`config.mk`:
```
export PLATFORM = sky130hd
export DESIGN_NAME = drum_strike_detector
export DESIGN_NICKNAME = d
export VERILOG_FILES = /design/src/rtl/drum_strike_detector.sv
export SDC_FILE = /design/constraint.sdc
export NUM_CORES = 1
export LEC_CHECK = 0
export BUFFER_PORTS_ARGS = -buffer_cell sky130_fd_sc_hd__buf_2
export CORE_ASPECT_RATIO = 1.5
export CORE_UTILIZATION = 60
export CTS_CLUSTER_SIZE = 25
export DETAILED_ROUTE_END_ITERATION = 10
export PLACE_DENSITY_LB_ADDON = 0.05
export REMOVE_ABC_BUFFERS = 1
export SETUP_SLACK_MARGIN = 0.1
export SYNTH_ARGS = -nofsm -noshare
export SYNTH_HDL_FRONTEND = slang
export SYNTH_SLANG_ARGS = --single-unit
```
`constraint.sdc`:
```
create_clock -name clk -period 5 [get_ports clk]
set_input_delay 0.25 -clock clk [delete_from_list [all_inputs] [get_ports clk]]
set_output_delay 0.25 -clock clk [all_outputs]
set_load 0.05 [all_outputs]
```
`src/rtl/drum_strike_detector.sv`:
```
// Drum strike detector: watches one gyro axis for a swing that rises above THRESH,
// peaks, and falls back to RELEASE; reports the peak, a hit count and swing aborts.
module drum_strike_detector #(
    parameter logic [1:0]         AXIS        = 2'd1,
    parameter logic               NEG_POL     = 1'b0,
    parameter logic signed [15:0] THRESH      = 16'sd2000,
    parameter logic signed [15:0] RELEASE     = 16'sd500,
    parameter logic [7:0]         SWING_MAX   = 8'd64,
    parameter logic [17:0]        REFRACT_CYC = 18'd150000
) (
    input  logic        clk,
    input  logic        rst,
    input  logic        enable,
    input  logic        gyro_valid,
    input  logic [15:0] gyro_x,
    input  logic [15:0] gyro_y,
    input  logic [15:0] gyro_z,
    output logic        strike,
    output logic [15:0] strike_vel,
    output logic [7:0]  strike_count,
    output logic        swing_timeout,
    output logic        armed
);

    typedef enum logic [1:0] {IDLE, SWING, REFRACT} state_t;

    localparam logic signed [16:0] THR17 = {THRESH[15], THRESH};
    localparam logic signed [16:0] REL17 = {RELEASE[15], RELEASE};
    localparam logic [17:0]        REFRACT_LOAD = REFRACT_CYC - 18'd1;

    state_t             state, state_next;
    logic [15:0]        axis_raw;
    logic signed [16:0] v;
    logic signed [16:0] peak, peak_next, peak_upd;
    logic [7:0]         cnt, cnt_next, cnt_inc;
    logic [17:0]        ref_cnt, ref_next;
    logic               fire_strike, fire_timeout;

    always_comb begin
        case (AXIS)
            2'd0:    axis_raw = gyro_x;
            2'd1:    axis_raw = gyro_y;
            default: axis_raw = gyro_z;
        endcase
    end

    // Negating -32768 would overflow 16 bits, so it clamps to the largest positive rate.
    always_comb begin
        v = $signed({axis_raw[15], axis_raw});
        if (NEG_POL) begin
            if (axis_raw == 16'h8000) v = 17'sd32767;
            else                      v = -$signed({axis_raw[15], axis_raw});
        end
    end

    assign cnt_inc  = cnt + 8'd1;
    assign peak_upd = (v > peak) ? v : peak;

    always_comb begin
        state_next   = state;
        peak_next    = peak;
        cnt_next     = cnt;
        ref_next     = ref_cnt;
        fire_strike  = 1'b0;
        fire_timeout = 1'b0;
        if (!enable) begin
            state_next = IDLE;
            peak_next  = '0;
            cnt_next   = '0;
            ref_next   = '0;
        end else begin
            case (state)
                IDLE: begin
                    if (gyro_valid && v >= THR17) begin
                        state_next = SWING;
                        peak_next  = v;
                        cnt_next   = 8'd1;
                    end
                end
                SWING: begin
                    if (gyro_valid) begin
                        peak_next = peak_upd;
                        cnt_next  = cnt_inc;
                        // Release wins over timeout when both happen on one sample.
                        if (v <= REL17) begin
                            state_next  = REFRACT;
                            ref_next    = REFRACT_LOAD;
                            fire_strike = 1'b1;
                        end else if (cnt_inc == SWING_MAX) begin
                            state_next   = REFRACT;
                            ref_next     = REFRACT_LOAD;
                            fire_timeout = 1'b1;
                        end
                    end
                end
                REFRACT: begin
                    if (ref_cnt == '0) state_next = IDLE;
                    else               ref_next   = ref_cnt - 18'd1;
                end
                default: state_next = IDLE;
            endcase
        end
    end

    always_ff @(posedge clk or posedge rst) begin
        if (rst) begin
            state         <= IDLE;
            peak          <= '0;
            cnt           <= '0;
            ref_cnt       <= '0;
            strike        <= 1'b0;
            swing_timeout <= 1'b0;
            strike_vel    <= '0;
            strike_count  <= '0;
            armed         <= 1'b0;
        end else begin
            state         <= state_next;
            peak          <= peak_next;
            cnt           <= cnt_next;
            ref_cnt       <= ref_next;
            strike        <= fire_strike;
            swing_timeout <= fire_timeout;
            armed         <= enable && (state_next == IDLE);
            if (fire_strike) begin
                strike_vel   <= peak_upd[15:0];
                strike_count <= strike_count + 8'd1;
            end
        end
    end

endmodule

```
Word-level counts from Yosys, hierarchy flattened
Index checks and enable logic that the tools add are counted.
- $add $sub $neg: 3
- multiplexer cells: 31
- equality and inequality tests: 10
- reductions and logical operators: 8
- $lt $le $gt $ge: 3
- operator list (cell ; number):
    $mux 18 ; 5
    $mux 17 ; 4
    $pmux 18 s2 ; 1
    $pmux 17 s2 ; 1
    $mux 8 ; 3
    $logic_not 18->1 ; 1
    $sub 18x1->18 const B ; 1
    $gt 16x17->1 ; 1
    $add 8x1->8 const B ; 2
    $ge 16x12->1 const B ; 1
    $le 16x10->1 const B ; 1
    $pmux 8 s2 ; 1
    $mux 2 ; 6
    $ne 3x3->1 const B ; 4
    $mux 1 ; 9
    $eq 8x7->1 const B ; 1
    $reduce_and 4->1 ; 2
    $ne 3x1->1 const B ; 2
    $pmux 2 s3 ; 1
    $logic_not 2->1 ; 2
    $ne 4x4->1 const B ; 1
    $reduce_and 3->1 ; 1
    $eq 2x1->1 const B ; 1
    $eq 2x2->1 const B ; 1
    $logic_and 1x1->1 ; 2
- bits of input ports: 52
- bits in registers: 72
- logic and storage cells: 65

Logic depth before layout (Yosys ltp)
Gate-level depths: netlist of run 1.
- depth after elaboration: 9
- depth in mapped cells: 11

Worst setup path before layout of run 1
OpenSTA, ideal clock, no wires.
- path type: register to register
- start point: reg peak[15]
- end point: reg peak[1]
- data required time: 4.868 ns
- arrival: 2.210 ns
- buffers on the path: 2
- path slack: 2.658 ns
- stages on the path, launching flop included: 10
- clock period less this slack: 2.342 ns
- path through: dfrtp_1 inv_1 ha_1 nand4_1 or2_2 a2111o_1 clkbuf_1 clkbuf_1 a31oi_1 o22ai_1
- cells in the longest elaborated chain, start to end: 5
- RTL lines (element ; line ; RTL):
    start, declared ; 34 ; logic signed [16:0] peak, peak_next, peak_upd;
    start signal, assigned ; 118 ; peak <= peak_next;
    $gt 16x17->1 ; 57 ; assign peak_upd = (v > peak) ? v : peak;
    $mux 17 ; 57 ;
    $mux 17 ; 81 ; if (gyro_valid) begin
    $pmux 17 s2 ; 72 ; case (state)
    $mux 17 ; 66 ; if (!enable) begin
Every way passes these cells. The select of a mux whose other input is x is not followed.
A chain may end at the register's enable or synchronous reset.

Worst setup path after layout of run 1
- start point: reg peak[15]
- end point: reg strike_vel[15]
- cells in the longest elaborated chain, start to end: 2
- RTL lines (element ; line ; RTL):
    $gt 16x17->1 ; 57 ;
    $mux 17 (*) ; 57 ;
    end signal, assigned ; 125 ; strike_vel <= peak_upd[15:0];
    end, declared ; 19 ; output logic [15:0] strike_vel,
Every way passes the cells marked *; elsewhere a longest branch is shown, timed or not. The select of a mux whose other input is x is not followed.

==> impl_metrics.json, run 1 <==
{
  "outcome": "completed",
  "drc_errors": 0,
  "path_max_fanout": 29,
  "min_path_cells": 3,
  "dr.pass1.iters": 6,
  "cts_root_buffer": "clkbuf_8",
  "path_class": "reg -> reg",
  "viasPerCell": 6.51,
  "synth_ff_type": "dfrtp_1",
  "ys_seq_area_frac": 0.419,
  "path_clk_slew_ns": 0.07,
  "crit_slowest_cell": "nand2_1",
  "cts_sinks": 72,
  "r2r_slack_ns": 1.72,
  "path_delay_family": "simple AND/OR/NAND/NOR gates",
  "slowest_delay_ns": 0.87,
  "place_congestion": 0.848,
  "reg2reg_depth": 8,
  "avgSynthCellArea_um2": 9.25,
  "required_ns": 5.24,
  "antenna_found_initial": 0,
  "crit_arrival_ns": 3.52,
  "std_cell_rows": 37,
  "fin_crit_sh": 0.656,
  "cts-resized-gates": 0,
  "yosysTopAreaCell": "dfrtp_1",
  "r2r-start": "peak[15]",
  "synthArstFlopShare": 1.00,
  "synth_top_area_share": 0.419,
  "wl_per_cell_um": 18.2,
  "area_growth_pct": 9.98,
  "clockBufferDepth": 2,
  "htreeDepth": 3,
  "slew_headroom": 0.287,
  "first_global_vias": 3766,
  "synthTopCellsByArea": "dfrtp_1 42%, ha_1 5.8%, nand4_1 3.5%, inv_1 3.4%, o2111ai_1 3.3%",
  "grt_pass1_wl_mm": 17.7,
  "yosys-top-cells-count": "72 x dfrtp_1, 39 x inv_1, 36 x nand2_1",
  "synth_edf_count": 0,
  "timing.fmax_ghz": 0.305,
  "powerDensity_nw_per_um2": 334,
  "dieArea_um2": 7520,
  "hp-class": "in -> reg",
  "critical_path_buf_inv_count": 1,
  "via_count": 3777,
  "hold_slack_ns": 0.164,
  "end_kind": "flop",
  "nNetsFinal": 572,
  "hold_violations": 0,
  "min_period_ns": 3.28,
  "tns_ns": 0,
  "fin_skew_ns": 0.00616,
  "r2r-end": "strike_vel[15]",
  "top_level_ports": 79,
  "ctsHoldBuffers": 0,
  "synth_seq_cells": 72,
  "grt_max_degree": 73,
  "start_util": 0.624,
  "worst_pin_slew_ns": 1.07,
  "grt-ovfl-total": 0,
  "yosys_warnings": 0,
  "core_area_um2": 6900,
  "crit_chain": "inv_1 -> ha_1 -> a211oi_1 -> nand3_1 -> or3b_2 -> nand2_1 -> nand2_1 -> o311ai_0",
  "rsz0062_at_grt": "no",
  "antenna_left": 0,
  "vdd_drop_max_v": 0.000270,
  "cap_violations": 0,
  "n_antenna_cell": 0,
  "port-buffer-count": 46,
  "drive_gt1_frac": 0.171,
  "clock_latency_ns": 0.36,
  "routed_wl_mm": 10.5,
  "slew_viol_final": 0,
  "netlist_area_um2": 4300,
  "die_x_um": 71.1,
  "place_hpwl_mm": 7.11,
  "min_from": "gyro_y[13]",
  "die_h_um": 106,
  "synth.distinct_cells": 69,
  "cp_common_cell": "nand2_1",
  "postCtsSetupBuffers": 0,
  "start_kind": "flop",
  "yosysMostFrequentCell": "dfrtp_1",
  "cp-startpoint": "peak[15]",
  "grt_usage": 0.304,
  "drt_iter0_markers": 254,
  "syn_inst": 465,
  "setup_viol": 0,
  "cts_buffers": 9,
  "worstHoldEndpoint": "peak[13]",
  "power.leakage_nw": 2.32,
  "cts_tree": "built"
}
==> through the flow <==
step	total power, W	cells	util	setup WS, ns	cell area (µm²)
2_1_floorplan	0.00103	437	-	1.87	4180
3_3_place_gp	0.00115	567	0.660	1.74	4550
3_5_place_dp	0.00116	567	0.660	1.70	4550
4_1_cts	0.00160	580	0.686	1.74	4730
5_1_grt	0.00166	580	0.686	1.48	4730
6_report	0.00158	580	0.686	1.72	4730
==> area by class of cell <==
type | count | area, µm²
repair buffers | 52 | 275
well taps | 78 | 97.6
clock buffers | 13 | 179
flip-flops and latches | 72 | 1800
inverters | 40 | 150
fillers | 566 | 2170
multi-input cells | 325 | 2230
==> placed cells by master (no fill, tap or decap), types with 5 or more instances in the layout <==
cell,synthesis,final
nor2_1,18,18
clkbuf_8,0,13
nor4_1,5,5
nand2_1,36,36
a21o_1,15,15
a31oi_1,21,21
ha_1,20,20
o31ai_1,5,5
xnor2_1,12,12
buf_4,1,6
nand3_1,27,27
dfrtp_1,72,72
nor3_1,6,6
and3_1,11,11
o21ai_0,19,18
o22ai_1,14,14
buf_2,5,46
nand4_1,24,24
o2111ai_1,16,16
inv_1,39,38
a21oi_1,9,9
==> worst register-to-register path: stages (launching register included) <==
cell	delay, ns
dfrtp_1	0.35
inv_1	0.06
ha_1	0.32
a211oi_1	0.25
nand3_1	0.12
or3b_2	0.67
nand2_1	0.87
nand2_1	0.18
o311ai_0	0.34
==> cell families after synthesis <==
group                    after synthesis  share of synthesized area
AND/OR/NAND/NOR                      155                      0.194
buffers and inverters                 68                     0.0643
XOR/XNOR                              16                     0.0326
flip-flops                            72                      0.419
AO/OA/AOI/OAI                        133                      0.230
multiplexers                           1                    0.00233
adder cells (fa/ha/maj)               20                     0.0582
==> flip-flops by register name, summed over array words and instances (netlist names) <==
register and flops:
ref_cnt 18, peak 17, strike_vel 16, cnt 8, strike_count 8, state 2
armed 1, strike 1, swing_timeout 1
==> worst max-delay path by stage <==
stage                endpoint  slack [ns]  depth (start not counted)
6_report       strike_vel[15]        1.72                          8
5_1_grt        strike_vel[15]        1.48                          8
4_1_cts        strike_vel[15]        1.74                          8
3_5_place_dp   strike_vel[15]        1.70                          8
3_3_place_gp   strike_vel[15]        1.74                          8
2_1_floorplan        peak[15]        1.87                          7
==> power breakdown <==
group / leakage (nW) / switching, W / internal (W)
logic: 1.25 / 0.000337 / 0.000124
registers: 0.976 / 0.0000434 / 0.000646
clock network: 0.0935 / 0.000207 / 0.000226
total: 2.32 / 0.000587 / 0.000996
==> per-layer routing <==
| layer | share of wire | global-route usage | vias up |
|---|---|---|---|
| li1 | - | - | 1809 |
| met1 | 0.41 | 0.351 | 1837 |
| met2 | 0.52 | 0.529 | 107 |
| met3 | 0.047 | 0.0535 | 24 |
| met4 | 0.023 | 0.161 | 0 |
| met5 | 0 | 0 | - |
No activity file was read; power rests on OpenSTA's default activity.
==> run 2: changes to the inputs <==
- CORE_UTILIZATION: 60 -> 56
- clock period: 5 -> 3.4 ns (I/O delays scaled with it)
==> run 2 against run 1 <==
Compared with the run above: sequential power is 47% higher; largest cell class unchanged; flip-flop and latch count is the same; clock-buffer cell count decreased by 2; combinational power rose by 49%; via count grew 2.6%; clock power grew 64%; register-to-register slack worse by 0.95 ns; clock skew rose by 0.0035 ns; non-clock buffer count rose by 9; critical endpoint is now ref_cnt[17]; first-iteration DRC count decreased by 14%.
==> impl_metrics.json, run 2 (synthesis gave the netlist of run 1 again) <==
{
  "path_class": "reg -> reg",
  "worst_pin_slew_ns": 0.736,
  "cts_sinks": 72,
  "place_hpwl_mm": 7.31,
  "htreeDepth": 3,
  "fin_crit_sh": 0.775,
  "first_global_vias": 3767,
  "outcome": "completed",
  "path_clk_slew_ns": 0.08,
  "end_kind": "flop",
  "dieArea_um2": 8040,
  "fin_skew_ns": 0.00969,
  "die_h_um": 109,
  "cts_buffers": 9,
  "viasPerCell": 6.31,
  "nNetsFinal": 581,
  "grt-ovfl-total": 0,
  "path_max_fanout": 11,
  "timing.fmax_ghz": 0.380,
  "top_level_ports": 79,
  "grt_pass1_wl_mm": 17.5,
  "required_ns": 3.65,
  "vdd_drop_max_v": 0.000322,
  "p_total_w": 0.00241,
  "powerDensity_nw_per_um2": 496,
  "area_growth_pct": 12.9,
  "port-buffer-count": 46,
  "drt_iter0_markers": 218,
  "start_kind": "flop",
  "via_count": 3876,
  "power.switching_w": 0.000893,
  "clockBufferDepth": 2,
  "drc_errors": 0,
  "cts-resized-gates": 0,
  "min_period_ns": 2.63,
  "nFillCells": 673,
  "crit_slowest_cell": "or4_1",
  "grt_max_degree": 47,
  "setup_viol": 0,
  "std_cell_rows": 38,
  "largest_reg_flops": 18,
  "power.leakage_nw": 2.37,
  "combPwrFrac": 0.285,
  "rsz0062_at_grt": "no",
  "hold_violations": 0,
  "crit_arrival_ns": 2.88,
  "wl_per_cell_um": 17.5,
  "crit_chain": "or4_1 -> or3_4 -> o31ai_4 -> nand2_4 -> o2111a_1",
  "antenna_found_initial": 0,
  "grt_usage": 0.287,
  "layout.cells.non_filler": 614,
  "place_congestion": 0.929,
  "antenna_left": 0,
  "dr.pass1.iters": 4,
  "core_area_um2": 7320,
  "placed_cells": 597,
  "slew_viol_final": 0,
  "cap_violations": 0,
  "final_common_cell": "dfrtp_1",
  "cts_root_buffer": "clkbuf_8",
  "slew_headroom": 0.509,
  "clockPowerShare": 0.295,
  "cts_tree": "built",
  "slowest_delay_ns": 0.66,
  "clock_latency_ns": 0.36,
  "die_x_um": 73.6,
  "r2r_slack_ns": 0.77,
  "seq_power_share": 0.420,
  "regMostFlops": "ref_cnt",
  "layout_common_cells": "72 x dfrtp_1, 46 x buf_2, 38 x inv_1",
  "drive_gt1_frac": 0.189,
  "swShare": 0.371,
  "n_antenna_cell": 0,
  "tns_ns": 0,
  "internal_power_w": 0.00151,
  "routed_wl_mm": 10.8,
  "start_util": 0.587,
  "hp-class": "in -> reg",
  "reg_top3": "ref_cnt x18, peak x17, strike_vel x16"
}
[run 2: cell types whose count changed in the layout (fill, tap and decap cells not counted)]
cell	change
buf_4	+8
bufinv_16	+1
clkbuf_8	-2
clkinv_2	+2
clkinvlp_4	+2
dlygate4sd3_1	+1
[run 2: per-stage QoR]
step	hold WS [ns]	cell area (µm²)	util	worst slack, ns
after floorplan	0.292	4180	-	0.324
after global placement	0.249	4640	0.634	0.819
after detailed placement	0.264	4640	0.634	0.792
after CTS	0.0675	4860	0.663	0.766
after global routing	0.0746	4860	0.663	0.603
final	0.0803	4860	0.663	0.766
[run 2: final timing paths]
path | cells after the start | to | from
worst max-delay path | 5 | ref_cnt[17] | ref_cnt[10]
max in group asynchronous | 4 | cnt[2] | rst
worst min-delay path | 3 | peak[14] | gyro_y[14]
min in group asynchronous | 3 | peak[8] | rst
worst min register to register | 1 | strike_count[7] | strike_count[7]
worst max register to register | 5 | ref_cnt[17] | ref_cnt[10]
[run 2: metal layers]
metal,GRT usage,wire length (µm),vias up
met5,0,0,-
met4,0.125,242,0
met3,0.0568,389,19
met2,0.501,5790,101
met1,0.337,4350,1932
li1,-,-,1824
[run 2: critical path: cells and delay by family (launching register included)]
kind,cells,cell delay [ns]
flip-flops,1,0.44
AO/OA/AOI/OAI,2,0.79
AND/OR/NAND/NOR,3,1.29
[run 2: what timing repair did]
action,in CTS,in global routing
setup buffers,0,0
hold buffers,1,0
hold endpoints to repair,26,0
[run 2: final cells by class]
class / count / area (µm²) / area share
inverters: 40 / 150 / 0.0309
clock inverters: 5 / 55.1 / 0.0113
flip-flops and latches: 72 / 1800 / 0.371
repair buffers: 61 / 345 / 0.0711
well taps: 100 / 125 / 0.0258
clock buffers: 11 / 151 / 0.0312
multi-input cells: 325 / 2230 / 0.459
[run 2: power groups by stage]
stage | registers [W] | logic [W] | clock network [W]
3_5_place_dp | 0.00103 | 0.000684 | 0
4_1_cts | 0.00101 | 0.000687 | 0.000724
5_1_grt | 0.00102 | 0.000741 | 0.000758
6_report | 0.00101 | 0.000686 | 0.000710
2_1_floorplan | 0.00126 | 0.000261 | 0
3_3_place_gp | 0.00103 | 0.000675 | 0
==> run 3: changes to the inputs <==
- clock period: 3.4 -> 2.5 ns (I/O delays scaled with it)
==> run 3 against run 2 <==
Compared with the run above: register-to-register slack got worse by 0.62 ns; global-route usage up 0.90 points; core utilization is 2.6 points higher; non-clock buffer count up 21; first-iteration DRC count is 15% higher.
==> impl_metrics.json, run 3 (synthesis gave the netlist of run 1 again) <==
{
  "cts_root_buffer": "clkbuf_8",
  "grt_usage": 0.296,
  "min_period_ns": 2.36,
  "grt-ovfl-total": 0,
  "worstHoldEndpoint": "peak[14]",
  "final_common_cell": "dfrtp_1",
  "cts_sinks": 72,
  "power.leakage_nw": 2.48,
  "reg_top3": "ref_cnt x18, peak x17, strike_vel x16",
  "clock_latency_ns": 0.36,
  "worst_pin_slew_ns": 0.632,
  "nFillCells": 643,
  "min_path_cells": 3,
  "reg2reg_depth": 7,
  "cts_tree": "built",
  "first_global_vias": 3707,
  "setup_viol": 0,
  "vdd_drop_max_v": 0.000493,
  "layout_common_cells": "72 x dfrtp_1, 46 x buf_2, 38 x inv_1",
  "r2r-start": "peak[14]",
  "slew_viol_final": 0,
  "top_layer_used": "met4",
  "min_from": "gyro_y[14]",
  "dr.pass1.iters": 4,
  "viasPerCell": 6.17,
  "regMostFlops": "ref_cnt",
  "r2r_slack_ns": 0.14,
  "r2r-end": "peak[16]",
  "core_area_um2": 7320,
  "nNetsFinal": 602,
  "start_kind": "flop",
  "multi_input_area_um2": 2280,
  "p_total_w": 0.00317,
  "hold_violations": 0,
  "htreeDepth": 3,
  "routed_wl_mm": 10.9,
  "final_util": 0.689,
  "wl_met2_mm": 5.71,
  "largest_reg_flops": 18,
  "port-buffer-count": 46,
  "crit_chain": "inv_1 -> ha_1 -> nand4_1 -> or2_4 -> a2111o_1 -> a31o_2 -> a21bo_2",
  "cts_buffers": 9,
  "path_max_fanout": 4,
  "grt_max_degree": 39,
  "place_congestion": 0.975,
  "dieArea_um2": 8040,
  "die_h_um": 109,
  "dp_slack_ns": 0.122,
  "via_count": 3899,
  "rsz0062_at_grt": "yes",
  "place_hpwl_mm": 7.66,
  "timing.fmax_ghz": 0.425,
  "grt_pass1_wl_mm": 18.0,
  "die_x_um": 73.6,
  "path_delay_family": "compound AO/OA/AOI/OAI gates",
  "hp-class": "in -> reg",
  "wl_per_cell_um": 17.3,
  "fin_skew_ns": 0.00799,
  "path_class": "reg -> reg",
  "top_level_ports": 79,
  "outcome": "completed",
  "std_cell_rows": 38,
  "worst_slack_ns": 0.144,
  "slew_headroom": 0.578,
  "required_ns": 2.75,
  "n_antenna_cell": 0,
  "antenna_found_initial": 0,
  "start_util": 0.587,
  "fin_crit_sh": 0.942,
  "drt_iter0_markers": 251,
  "antenna_left": 0,
  "register_area_um2": 1800,
  "powerDensity_nw_per_um2": 628,
  "crit_arrival_ns": 2.61,
  "wl_met1_mm": 4.55,
  "cap_violations": 0,
  "wl_met3_um": 455,
  "slowest_delay_ns": 0.43,
  "clockBufferDepth": 2,
  "drive_gt1_frac": 0.231,
  "tns_ns": 0,
  "end_kind": "flop",
  "area_growth_pct": 17.3,
  "path_clk_slew_ns": 0.07,
  "crit_slowest_cell": "a2111o_1",
  "critical_path_buf_inv_count": 1,
  "drc_errors": 0
}
[run 3: metal layers]
layer	global-route usage	vias up
met5	0	-
met4	0.126	0
met3	0.0422	20
met2	0.499	104
met1	0.375	1911
li1	-	1864
[run 3: area by class of cell]
type	count	area share
Clock inverter	1	0.000992
Tap cell	100	0.0248
Sequential cell	72	0.357
Multi-Input combinational cell	325	0.452
Inverter	40	0.0297
Clock buffer	12	0.0307
Timing Repair Buffer	82	0.104
[run 3: worst register-to-register path, stage by stage (launching register included)]
cell	delay, ns
dfrtp_1	0.38
inv_1	0.05
ha_1	0.31
nand4_1	0.23
or2_4	0.33
a2111o_1	0.43
a31o_2	0.30
a21bo_2	0.21
[run 3: power breakdown]
| part | internal, W | switching (W) |
|---|---|---|
| clock | 0.000397 | 0.000418 |
| sequential | 0.00129 | 0.0000862 |
| combinational | 0.000286 | 0.000690 |
[run 3: how the worst max path moves through the flow]
stage                     startpoint             end  slack, ns  depth (start not counted)
after global routing        peak[14]  strike_vel[15]       0.03                          9
after global placement      peak[15]        peak[13]       0.12                          9
after floorplan              peak[3]        peak[15]      -0.58                          8
final                       peak[14]        peak[16]       0.14                          7
after detailed placement    peak[15]         peak[3]       0.12                          8
after CTS                   peak[15]  strike_vel[15]       0.09                          9
[run 3: through the flow]
step / hold slack, ns / area, µm² / cells
after detailed placement: 0.244 / 4790 / 616
final: 0.0337 / 5050 / 632
after floorplan: 0.247 / 4180 / 437
after global placement: 0.233 / 4790 / 616
after CTS: 0.0158 / 4970 / 630
after global routing: 0.0546 / 5050 / 632
[run 3: repair_timing]
| action | 4_1_cts | 5_1_grt |
|---|---|---|
| pin swaps | 0 | 2 |
| buffers inserted | 0 | 2 |
| endpoints found under the setup margin | 4 | 25 |
| gates resized for setup | 1 | 13 |
| hold endpoints to repair | 28 | 0 |
| hold buffers | 1 | 0 |
